$ cat config.mk
export PLATFORM = sky130hd
export DESIGN_NAME = debug_probe_capture
export DESIGN_NICKNAME = d
export VERILOG_FILES = /design/src/rtl/debug_probe_capture_pkg.sv /design/src/rtl/probe_capture_ram.sv /design/src/rtl/debug_probe_capture.sv
export SDC_FILE = /design/constraint.sdc
export NUM_CORES = 2
export LEC_CHECK = 0
export ABC_AREA = 1
export CORE_ASPECT_RATIO = 0.7
export CORE_UTILIZATION = 40
export CTS_BUF_LIST = sky130_fd_sc_hd__clkbuf_8 sky130_fd_sc_hd__clkbuf_16
export CTS_CLUSTER_SIZE = 16
export DETAILED_ROUTE_END_ITERATION = 7
export GPL_TIMING_DRIVEN = 0
export PLACE_DENSITY = 0.54
export SLEW_MARGIN = 30
export SYNTH_ARGS = -nofsm -noshare
export SYNTH_HDL_FRONTEND = slang
export SYNTH_SLANG_ARGS = --single-unit
$ cat constraint.sdc
create_clock -name clk16x -period 4.5 [get_ports clk16x]
set_input_delay 0.675 -clock clk16x [delete_from_list [all_inputs] [get_ports clk16x]]
set_output_delay 0.675 -clock clk16x [all_outputs]
set_load 0.01 [all_outputs]
$ cat src/rtl/debug_probe_capture_pkg.sv
// Shared constants for the debug probe capture buffer.
// Contents:
//   - APB register address map (8-bit address space)
//   - CTRL strobe and STATUS bit positions
//   - one-hot capture FSM state encoding
//   - post_clamp(): limits the programmed post-trigger count to the buffer depth
package debug_probe_capture_pkg;

    localparam logic [7:0] AddrCtrl     = 8'h00;
    localparam logic [7:0] AddrStatus   = 8'h01;
    localparam logic [7:0] AddrMaskLo   = 8'h02;
    localparam logic [7:0] AddrMaskHi   = 8'h03;
    localparam logic [7:0] AddrValLo    = 8'h04;
    localparam logic [7:0] AddrValHi    = 8'h05;
    localparam logic [7:0] AddrPostCnt  = 8'h06;
    localparam logic [7:0] AddrRdAddr   = 8'h07;
    localparam logic [7:0] AddrRdDataLo = 8'h08;
    localparam logic [7:0] AddrRdDataHi = 8'h09;
    localparam logic [7:0] AddrTrigPtr  = 8'h0A;

    localparam int unsigned CtrlArm   = 0;
    localparam int unsigned CtrlForce = 1;
    localparam int unsigned CtrlClear = 2;

    localparam int unsigned StatArmed     = 0;
    localparam int unsigned StatTriggered = 1;
    localparam int unsigned StatDone      = 2;
    localparam int unsigned StatWrapped   = 3;

    typedef enum logic [3:0] {
        StIdle  = 4'b0001,
        StArmed = 4'b0010,
        StPost  = 4'b0100,
        StDone  = 4'b1000
    } cap_state_e;

    // At most DEPTH-1 samples can follow the trigger without overwriting it.
    function automatic logic [7:0] post_clamp(input logic [7:0] post_cnt,
                                              input int unsigned depth_log2);
        int unsigned max_cnt;
        max_cnt = (32'd1 << depth_log2) - 32'd1;
        return (int'(post_cnt) > int'(max_cnt)) ? 8'(max_cnt) : post_cnt;
    endfunction

endpackage

$ cat src/rtl/probe_capture_ram.sv
// Simple dual-port RAM for the probe trace: one write port, one read port with a
// registered (1-cycle latency) output. No reset on the array or the read register
// so the tools can map it onto a uSRAM block.
// Ports:
//   clk      - clock
//   i_we     - write enable
//   i_waddr  - write address
//   i_wdata  - write data
//   i_re     - read enable; o_rdata holds its value when low
//   i_raddr  - read address
//   o_rdata  - read data, valid the cycle after i_re
module probe_capture_ram #(
    parameter int unsigned ADDR_W = 6,
    parameter int unsigned DATA_W = 16
) (
    input  logic              clk,
    input  logic              i_we,
    input  logic [ADDR_W-1:0] i_waddr,
    input  logic [DATA_W-1:0] i_wdata,
    input  logic              i_re,
    input  logic [ADDR_W-1:0] i_raddr,
    output logic [DATA_W-1:0] o_rdata
);

    localparam int unsigned Depth = 2 ** ADDR_W;

    logic [DATA_W-1:0] r_mem [Depth];
    logic [DATA_W-1:0] r_rdata;

    always_ff @(posedge clk) begin
        if (i_we) begin
            r_mem[i_waddr] <= i_wdata;
        end
        if (i_re) begin
            r_rdata <= r_mem[i_raddr];
        end
    end

    assign o_rdata = r_rdata;

endmodule

$ cat src/rtl/debug_probe_capture.sv
// Debug probe capture buffer. Samples a 16-bit probe bus into a circular RAM while
// armed, stops a programmable number of samples after a trigger, and lets the CPU
// read the trace back over an 8-bit zero-wait-state APB3 slave.
// Ports:
//   clk16x      - sole clock (APB and probe synchronous)
//   reset       - synchronous, active-high
//   probe       - sampled data
//   ext_trig    - external level trigger, sampled each clock
//   apb3_sel / apb3_enable / apb3_write / apb3_addr / apb3_wdata - APB3 request
//   apb3_rdata  - read data, combinational, 0 when not selected
//   apb3_ready  - always 1
//   cap_int     - capture-done interrupt (level)
module debug_probe_capture
    import debug_probe_capture_pkg::*;
#(
    parameter int unsigned DEPTH_LOG2 = 6,
    parameter int unsigned PROBE_W    = 16
) (
    input  logic               clk16x,
    input  logic               reset,
    input  logic [PROBE_W-1:0] probe,
    input  logic               ext_trig,
    input  logic               apb3_sel,
    input  logic               apb3_enable,
    input  logic               apb3_write,
    input  logic [7:0]         apb3_addr,
    input  logic [7:0]         apb3_wdata,
    output logic [7:0]         apb3_rdata,
    output logic               apb3_ready,
    output logic               cap_int
);

    typedef logic [DEPTH_LOG2-1:0] ptr_t;

    cap_state_e         r_state;
    cap_state_e         w_state_d;
    ptr_t               r_wr_ptr;
    ptr_t               r_trig_ptr;
    ptr_t               r_post;
    ptr_t               r_rd_addr;
    ptr_t               w_rd_addr_d;
    ptr_t               w_post_eff;
    logic               r_wrapped;
    logic               r_triggered;
    logic               r_load_pend;
    logic [PROBE_W-1:0] r_trig_mask;
    logic [PROBE_W-1:0] r_trig_val;
    logic [PROBE_W-1:0] r_hold;
    logic [7:0]         r_post_cnt;
    logic [PROBE_W-1:0] w_ram_rdata;
    logic               w_wr_stb;
    logic               w_rd_stb;
    logic               w_ctrl_wr;
    logic               w_arm;
    logic               w_clear;
    logic               w_force;
    logic               w_trig;
    logic               w_capture;
    logic               w_trig_hit;
    logic               w_rd_load;
    logic [7:0]         w_rdata;

    // APB decode
    assign w_wr_stb  = apb3_sel & apb3_enable & apb3_write;
    assign w_rd_stb  = apb3_sel & apb3_enable & ~apb3_write;
    assign w_ctrl_wr = w_wr_stb & (apb3_addr == AddrCtrl);
    assign w_clear   = w_ctrl_wr & apb3_wdata[CtrlClear];
    // CLEAR beats ARM when both are written together
    assign w_arm     = w_ctrl_wr & apb3_wdata[CtrlArm] & ~apb3_wdata[CtrlClear];
    assign w_force   = w_ctrl_wr & apb3_wdata[CtrlForce];

    assign w_post_eff = DEPTH_LOG2'(post_clamp(r_post_cnt, DEPTH_LOG2));

    assign w_trig = ((probe & r_trig_mask) == (r_trig_val & r_trig_mask)) | ext_trig | w_force;

    // A CTRL restart/clear takes priority over storing a sample that cycle
    assign w_capture  = ((r_state == StArmed) | (r_state == StPost)) & ~w_arm & ~w_clear;
    assign w_trig_hit = w_capture & (r_state == StArmed) & w_trig;

    // Capture FSM next state
    always_comb begin
        w_state_d = r_state;
        unique case (r_state)
            StIdle: w_state_d = StIdle;
            StArmed: begin
                if (w_trig_hit) begin
                    w_state_d = (w_post_eff == '0) ? StDone : StPost;
                end
            end
            StPost: begin
                if (r_post == ptr_t'(1)) begin
                    w_state_d = StDone;
                end
            end
            StDone: w_state_d = StDone;
            default: w_state_d = StIdle;
        endcase
        if (w_arm) begin
            w_state_d = StArmed;
        end
        if (w_clear) begin
            w_state_d = StIdle;
        end
    end

    // Readback address: written directly or bumped by a read of RD_DATA hi
    always_comb begin
        w_rd_addr_d = r_rd_addr;
        w_rd_load   = 1'b0;
        if (w_wr_stb && (apb3_addr == AddrRdAddr)) begin
            w_rd_addr_d = apb3_wdata[DEPTH_LOG2-1:0];
            w_rd_load   = 1'b1;
        end else if (w_rd_stb && (apb3_addr == AddrRdDataHi)) begin
            w_rd_addr_d = r_rd_addr + ptr_t'(1);
            w_rd_load   = 1'b1;
        end
    end

    always_ff @(posedge clk16x) begin
        if (reset) begin
            r_state     <= StIdle;
            r_wr_ptr    <= '0;
            r_trig_ptr  <= '0;
            r_post      <= '0;
            r_rd_addr   <= '0;
            r_wrapped   <= 1'b0;
            r_triggered <= 1'b0;
            r_load_pend <= 1'b0;
            r_trig_mask <= '0;
            r_trig_val  <= '0;
            r_hold      <= '0;
            r_post_cnt  <= '0;
        end else begin
            r_state     <= w_state_d;
            r_rd_addr   <= w_rd_addr_d;
            r_load_pend <= w_rd_load;

            // The RAM output lags the address by one cycle; latch it only once
            // the trace is complete so readback during capture stays stable.
            if (r_load_pend && (r_state == StDone)) begin
                r_hold <= w_ram_rdata;
            end

            if (w_wr_stb) begin
                unique case (apb3_addr)
                    AddrMaskLo:  r_trig_mask[7:0]  <= apb3_wdata;
                    AddrMaskHi:  r_trig_mask[15:8] <= apb3_wdata;
                    AddrValLo:   r_trig_val[7:0]   <= apb3_wdata;
                    AddrValHi:   r_trig_val[15:8]  <= apb3_wdata;
                    AddrPostCnt: r_post_cnt        <= apb3_wdata;
                    default: ;
                endcase
            end

            if (w_clear || w_arm) begin
                r_wr_ptr    <= '0;
                r_wrapped   <= 1'b0;
                r_triggered <= 1'b0;
                r_post      <= '0;
            end else if (w_capture) begin
                r_wr_ptr <= r_wr_ptr + ptr_t'(1);
                if (r_wr_ptr == '1) begin
                    r_wrapped <= 1'b1;
                end
                if (w_trig_hit) begin
                    r_trig_ptr  <= r_wr_ptr;
                    r_triggered <= 1'b1;
                    r_post      <= w_post_eff;
                end else if (r_state == StPost) begin
                    r_post <= r_post - ptr_t'(1);
                end
            end
        end
    end

    probe_capture_ram #(
        .ADDR_W (DEPTH_LOG2),
        .DATA_W (PROBE_W)
    ) u_ram (
        .clk     (clk16x),
        .i_we    (w_capture),
        .i_waddr (r_wr_ptr),
        .i_wdata (probe),
        .i_re    (w_rd_load),
        .i_raddr (w_rd_addr_d),
        .o_rdata (w_ram_rdata)
    );

    // Read mux
    always_comb begin
        w_rdata = '0;
        if (apb3_sel) begin
            unique case (apb3_addr)
                AddrStatus: begin
                    w_rdata[StatArmed]     = (r_state == StArmed) | (r_state == StPost);
                    w_rdata[StatTriggered] = r_triggered;
                    w_rdata[StatDone]      = (r_state == StDone);
                    w_rdata[StatWrapped]   = r_wrapped;
                end
                AddrMaskLo:   w_rdata = r_trig_mask[7:0];
                AddrMaskHi:   w_rdata = r_trig_mask[15:8];
                AddrValLo:    w_rdata = r_trig_val[7:0];
                AddrValHi:    w_rdata = r_trig_val[15:8];
                AddrPostCnt:  w_rdata = r_post_cnt;
                AddrRdAddr:   w_rdata = 8'(r_rd_addr);
                AddrRdDataLo: w_rdata = r_hold[7:0];
                AddrRdDataHi: w_rdata = r_hold[15:8];
                AddrTrigPtr:  w_rdata = 8'(r_trig_ptr);
                default:      w_rdata = '0;
            endcase
        end
    end

    assign apb3_rdata = w_rdata;
    assign apb3_ready = 1'b1;
    assign cap_int    = (r_state == StDone);

endmodule

; Word level (Yosys, flattened, before mapping)
; Memory sizes are Yosys's and may differ from the RTL's. A register that Yosys moved wholly into a read port is not among the register bits.
; Index checks and enable logic that the tools add are counted.
; Widths: inputs -> output; s select.
[word_totals]
latchBits = 0
mem_bits_rw = 1024
out_inout_bits = 10
romBits = 0
register_bits = 87
input_bits = 38
wordCells = 100
memories = 1
[classes]
div_mod_pow = 0
n_shift = 0
n_lt_le_gt_ge = 1
n_addsub = 3
n_reduce_logical = 21
n_eq_ne = 20
mux = 17
bitwise_logic = 22
mul = 0
[memory_table]
columns = memory, depth, word_bits, rd, rd_ports_with_merged_regs, write_ports, line_no
row1 = u_ram.r_mem, 64, 16, 1, 1, 1, probe_capture_ram.sv:27  ; logic [DATA_W-1:0] r_mem [Depth];
[ops]
columns = cell, n
row1 = $pmux 4 s10, 1
row2 = $pmux 4 s9, 1
row3 = $and 16x16->16, 2
row4 = $eq 8x3->1 const B, 4
row5 = $mux 6, 5
row6 = $eq 8x4->1 const B, 3
row7 = $reduce_and 2->1, 10
row8 = $eq 16x16->1, 1
row9 = $eq 8x2->1 const B, 2
row10 = $add 6x1->6 const B, 2
row11 = $and 1x1->1, 12
row12 = $mux 4, 3
row13 = $pmux 4 s3, 1
row14 = $eq 8x1->1 const B, 1
row15 = $gt 8x6->1 const B, 1
row16 = $logic_not 8->1, 1
row17 = $mux 8, 1
row18 = $eq 6x1->1 const B, 1
row19 = $eq 6x6->1 const B, 1
row20 = $logic_not 6->1, 1
row21 = $sub 6x1->6 const B, 1
row22 = $not 1->1, 5
row23 = $eq 4x2->1 const B, 1
row24 = $eq 4x3->1 const B, 1
row25 = other kinds (14), 22

; Logic depth before layout (Yosys ltp)
[logic_depth]
depth_word = 13
depth_mapped = 18
depth_no_buf = 17

; Modules after synthesis
; From an unflattened synthesis, not the netlist that was laid out.
[hier_totals]
hier_cells = 4203
area_unflattened_um2 = 46793.6
[modules_own_cells]
columns = module, area_per_inst_um2, n_inst, seq_area_each_um2, cells_per_inst
row1 = probe_capture_ram, 42259.3, 1, 31230.0, 3517
row2 = debug_probe_capture, 4534.3, 1, 1741.7, 686

; Worst setup path after synthesis
; Ideal clock, no wire load.
[synth_timing]
path_kind = input-to-reg
start = in apb3_enable
end = mem u_ram.r_mem[63][0], enable pin
setup_time_ns = 0.412
slack_ns = 1.245
required_ns = 4.088
arrival_time_ns = 2.843
path_stages = 13
n_path_buf = 0
cell_sequence = nand2_2 -> nor2_4 -> inv_1 -> nor2_1 -> inv_1 -> nor2_1 -> o21ai_0 -> inv_1 -> nor2_1 -> nor2_4 -> inv_1 -> nand2_2 -> nor3_1
[synth_between]
elab_chain_cells = 10
word_cells_on_any_way = 12
cone_classes = mux (2) / bitwise (10)
[synth_lines]
columns = element, line_no
row1 = start: declaration, debug_probe_capture.sv:24  ; input logic apb3_enable,
row2 = $and 1x1->1 (*) (2 in a row), debug_probe_capture.sv:64  ; assign w_wr_stb = apb3_sel & apb3_enable & apb3_write;
row3 = $and 1x1->1 (*), debug_probe_capture.sv:66  ; assign w_ctrl_wr = w_wr_stb & (apb3_addr == AddrCtrl);
row4 = $and 1x1->1 (2 in a row), debug_probe_capture.sv:69  ; assign w_arm = w_ctrl_wr & apb3_wdata[CtrlArm] & ~apb3_wdata[CtrlClear];
row5 = $not 1->1, debug_probe_capture.sv:77  ; assign w_capture = ((r_state == StArmed) | (r_state == StPost)) & ~w_arm & ~w_clear;
row6 = $and 1x1->1, debug_probe_capture.sv:77
row7 = $and 1x1->1 (*), debug_probe_capture.sv:77
row8 = $mux 1 (*), probe_capture_ram.sv:31  ; if (i_we) begin
row9 = $mux 1 (implied by the code) (*), probe_capture_ram.sv:32  ; r_mem[i_waddr] <= i_wdata;
row10 = end: declaration, probe_capture_ram.sv:27
; Mark *: on every way between the ends. The rest lies on a longest branch, timed or not.

; Worst setup path in the final report
[layout_timing]
start = in apb3_sel
end = reg u_ram.r_rdata[9], in the netlist u_ram.o_rdata[9] (read register of u_ram.r_mem), data pin
[layout_between]
elab_chain_cells = 5
word_cells_on_any_way = 9
cone_classes = mux (4) / bitwise (3) / reduce/logical (2)
[layout_lines]
columns = element, line_no
row1 = start: declaration, debug_probe_capture.sv:23  ; input logic apb3_sel,
row2 = $and 1x1->1 (*), "debug_probe_capture.sv:64, debug_probe_capture.sv:65"
row3 = $and 1x1->1, debug_probe_capture.sv:65  ; assign w_rd_stb = apb3_sel & apb3_enable & ~apb3_write;
row4 = $logic_and 1x1->1, debug_probe_capture.sv:113  ; end else if (w_rd_stb && (apb3_addr == AddrRdDataHi)) begin
row5 = $mux 6 or $mux 1 (tied branches), debug_probe_capture.sv:113
row6 = $mux 6 or $mux 1 (tied branches), debug_probe_capture.sv:110  ; if (w_wr_stb && (apb3_addr == AddrRdAddr)) begin
row7 = end: declaration, probe_capture_ram.sv:28  ; logic [DATA_W-1:0] r_rdata;
; Marks and branches as above.
; A chain may end at the register's enable or synchronous reset.

==> summary.md <==
| Metric | Value |
|---|---|
| Kind of critical path | `in2reg` |
| Skew-Pair Late Insertion Delay | `between 700 and 800 ps` |
| Skew final | `between 20 and 30 ps` |
| Worst Hold Class | `in2reg` |
| DRT Pass-1 Iters | `6` |
| Synth async-reset ratio | `0` |
| Initial antenna violation count | `4` |
| Netlist cell types | `between 40 and 50` |
| Final worst slack | `167.5 ps` |
| Startpoint Class | `primary input` |
| Hold Vio Cnt, Final | `0` |
| Area after DPL | `between 50,000 and 60,000 um2` |
| Maximum vdd drop | `about 0.00029 V` |
| Post-synthesis sequential area ratio | `0.6581` |
| Max Cap Viol | `0` |
| Reg2Reg Launch Point | `r_rd_addr[0]` |
| Leak Pwr | `between 0.02 and 0.025 uW` |
| Clk root buf | `clkbuf_16` |
| Pwr per Cell Area | `around 360 nW/um2` |
| Vias after detailed routing | `approximately 38,000` |
| Critical Path RT | `4950 ps` |
| GPL Wtd Cong | `approximately 1.1` |
| DRC Markers | `0` |
| Die area | `~130,000 um2` |
| Wirelength per Cell | `roughly 28 um` |
| Main flop type after synthesis | `edfxtp_1` |
| Period utilization | `0.9628` |
| Setup TNS | `0 ps` |
| Most common cell in the netlist | `nand3_1` |
| # resized after CTS | `0` |
| CTS Sinks | `between 1,000 and 1,500` |
| Max Fclk | `230.8 MHz` |
| Seq cells post-synth | `about 1,100` |
| Crit path max fanout | `10` |
| Worst R2R Setup Slack | `660 ps` |
| Site Rows | `~110` |
| FF-to-FF End | `u_ram.o_rdata[9]` |
| Tot Pwr | `~21,000 uW` |
| Status | `finished, final reports clean` |
| Synth top cells by count | `nand3_1, edfxtp_1, inv_1, nand2_1, buf_2` |
| Slew HR | `0.2593` |
| Grt ovf | `0` |
| Top cells by area, synth | `edfxtp_1, nand3_1, inv_1, nand2_1, dfxtp_1` |
| Clk slew on worst S/H paths | `70 ps` |
| Core area | `124,000 um2` |
| Setup bufs post-CTS | `0` |
| Die Width | `425.0 um` |
| # diodes | `0` |
| Final net count | `5,161` |
| R2R cell count | `12` |
| TritonCTS Buffers | `108` |
| Worst hold start | `probe[8]` |
| Ports | `48` |
| Synthesized instance count | `4,891` |
| Pre-CTS setup slack | `-268.0 ps` |
| Hold path endpoint | `u_ram.r_mem[29][8]` |
| Pin count of the biggest net entering global routing | `57` |
| Post-route cell area | `58,040 um2` |
| Largest area contributor in the netlist | `edfxtp_1` |
| First-pass GRT wire length | `260,600 um` |
| H-tree depth | `3` |
| Max-slew violation count | `0` |
| DP HPWL | `~140,000 um` |
| Avg Synthesized Cell Area | `10.24 um2` |
| CTS tree | `built` |
| Initial core utilization | `0.4039` |
| Total Routing Usage GR | `0.2976` |
| Setup violations, final | `0` |
| CTS Buffer Depth | `3` |
| Tmin final | `roughly 4300 ps` |
| Hold WS | `between 200 and 300 ps` |
| # hold bufs at CTS | `0` |
| Vias in the first global route | `33,210` |
| CP Capture Type | `register` |
| EDFF count, synth | `1,040` |
| Warnings from Yosys | `0` |
| Die H | `approximately 300 um` |
| Final wirelength | `between 150,000 and 200,000 um` |
| Yosys top cell area share | `0.6233` |
| Cell Area, Synth | `about 50,000 um2` |
| Detail Route Antenna Nets | `0` |
| DR vias/cell | `around 5.5` |
| Net Count, Synth | `just under 5,000` |
| RSZ-0062 raised after global routing | `no` |
| DR iter-0 viols | `approximately 6,300` |
| Hold Path Stages | `1` |
| Port-buffer cells | `46` |
| Area growth, synth to finish | `15.84%` |
| Arrival @ worst endpoint | `about 4800 ps` |
| Ratio of cells with drive above 1 in the final layout | `0.1045` |
| Worst-Margin Slew | `between 1000 and 1500 ps` |
[routing by layer]
| metal | vias up | global-route usage | share of wire | wire length [um] |
|---|---|---|---|---|
| met5 | - | 0 | 0.000068 | 13 |
| met4 | 2 | 0.07922 | 0.030 | 5687 |
| met3 | 262 | 0.1229 | 0.16 | 29950 |
| met2 | 2421 | 0.3720 | 0.37 | 71030 |
| met1 | 18197 | 0.4605 | 0.44 | 83820 |
| li1 | 16724 | - | - | - |
[flip-flops by register name, indices dropped and copies added (netlist names)]
name / flops
r_state: 4
u_ram.r_mem: 1024
r_rd_addr: 6
r_trig_ptr: 6
r_trig_val: 16
r_trig_mask: 16
r_wrapped: 1
r_post_cnt: 8
r_wr_ptr: 6
r_post: 6
u_ram.o_rdata: 16
r_load_pend: 1
r_hold: 16
r_triggered: 1
[cell usage in the layout (no fill, tap or decap), types with 87 or more instances in the layout]
master	netlist	layout
nand2_1	876	872
o21ai_0	92	92
inv_1	927	962
nand3b_1	160	160
nor2_1	147	87
dfxtp_1	87	87
edfxtp_1	1040	1040
clkbuf_16	0	114
nand3_1	1113	1109
buf_2	165	166
[worst max-delay path, stage by stage]
cell and delay, ps:
clkdlybuf4s50_1 600, nand2_2 130, nor2_4 140, nand3_2 170, nand2_1 140, nand3_2 280, nand2_4 410, clkbuf_1 860
nand2_1 130, nand3_1 140, nand3_1 120, nand3_1 360, nand3_1 280, nand3_1 190, nand2_1 100
[cells by family (layout without fill, tap and decap cells)]
group | after synthesis | after routing | synth area share
compound gates | 210 | 210 | 0.02330
xor+xnor | 9 | 9 | 0.001573
fa+ha+maj | 4 | 4 | 0.0009990
buf+inv | 1201 | 1514 | 0.09797
flops | 1127 | 1127 | 0.6581
other cells | 1 | 1 | 0.00007485
simple gates | 2339 | 2339 | 0.2180
[per-stage QoR]
step | instances | utilization
after CTS | 6854 | 0.4678
after global routing | 6854 | 0.4679
after detailed placement | 6659 | 0.4408
after global placement | 6587 | 0.4242
after floorplan | 4891 | -
final | 6854 | 0.4679
[cell type report]
type,count,area [um2]
fillers,11486,66010
clock inverters,78,450.4
clock buffers,117,2894
well taps,1650,2064
repair buffers,118,2024
plain buffers,266,1400
inverters,935,3512
multi-input cells,2563,12720
flip-flops and latches,1127,32970
[worst max-delay path by stage]
stage / start / to / slack, ps
after global placement: apb3_sel / u_ram.r_mem[7][15] / -1540
final: apb3_sel / u_ram.o_rdata[9] / 170
after detailed placement: apb3_sel / u_ram.o_rdata[11] / -270
after global routing: apb3_addr[2] / u_ram.o_rdata[9] / 200
after CTS: apb3_sel / u_ram.o_rdata[11] / 480
after floorplan: apb3_enable / u_ram.r_mem[63][0] / 1250
[where the power goes]
part           switching [uW]  internal (uW)
registers               0.345          11400
clock network            4060           4860
logic                     331           87.4
total                    4390          16400
Power figures use the tool's default switching activity.
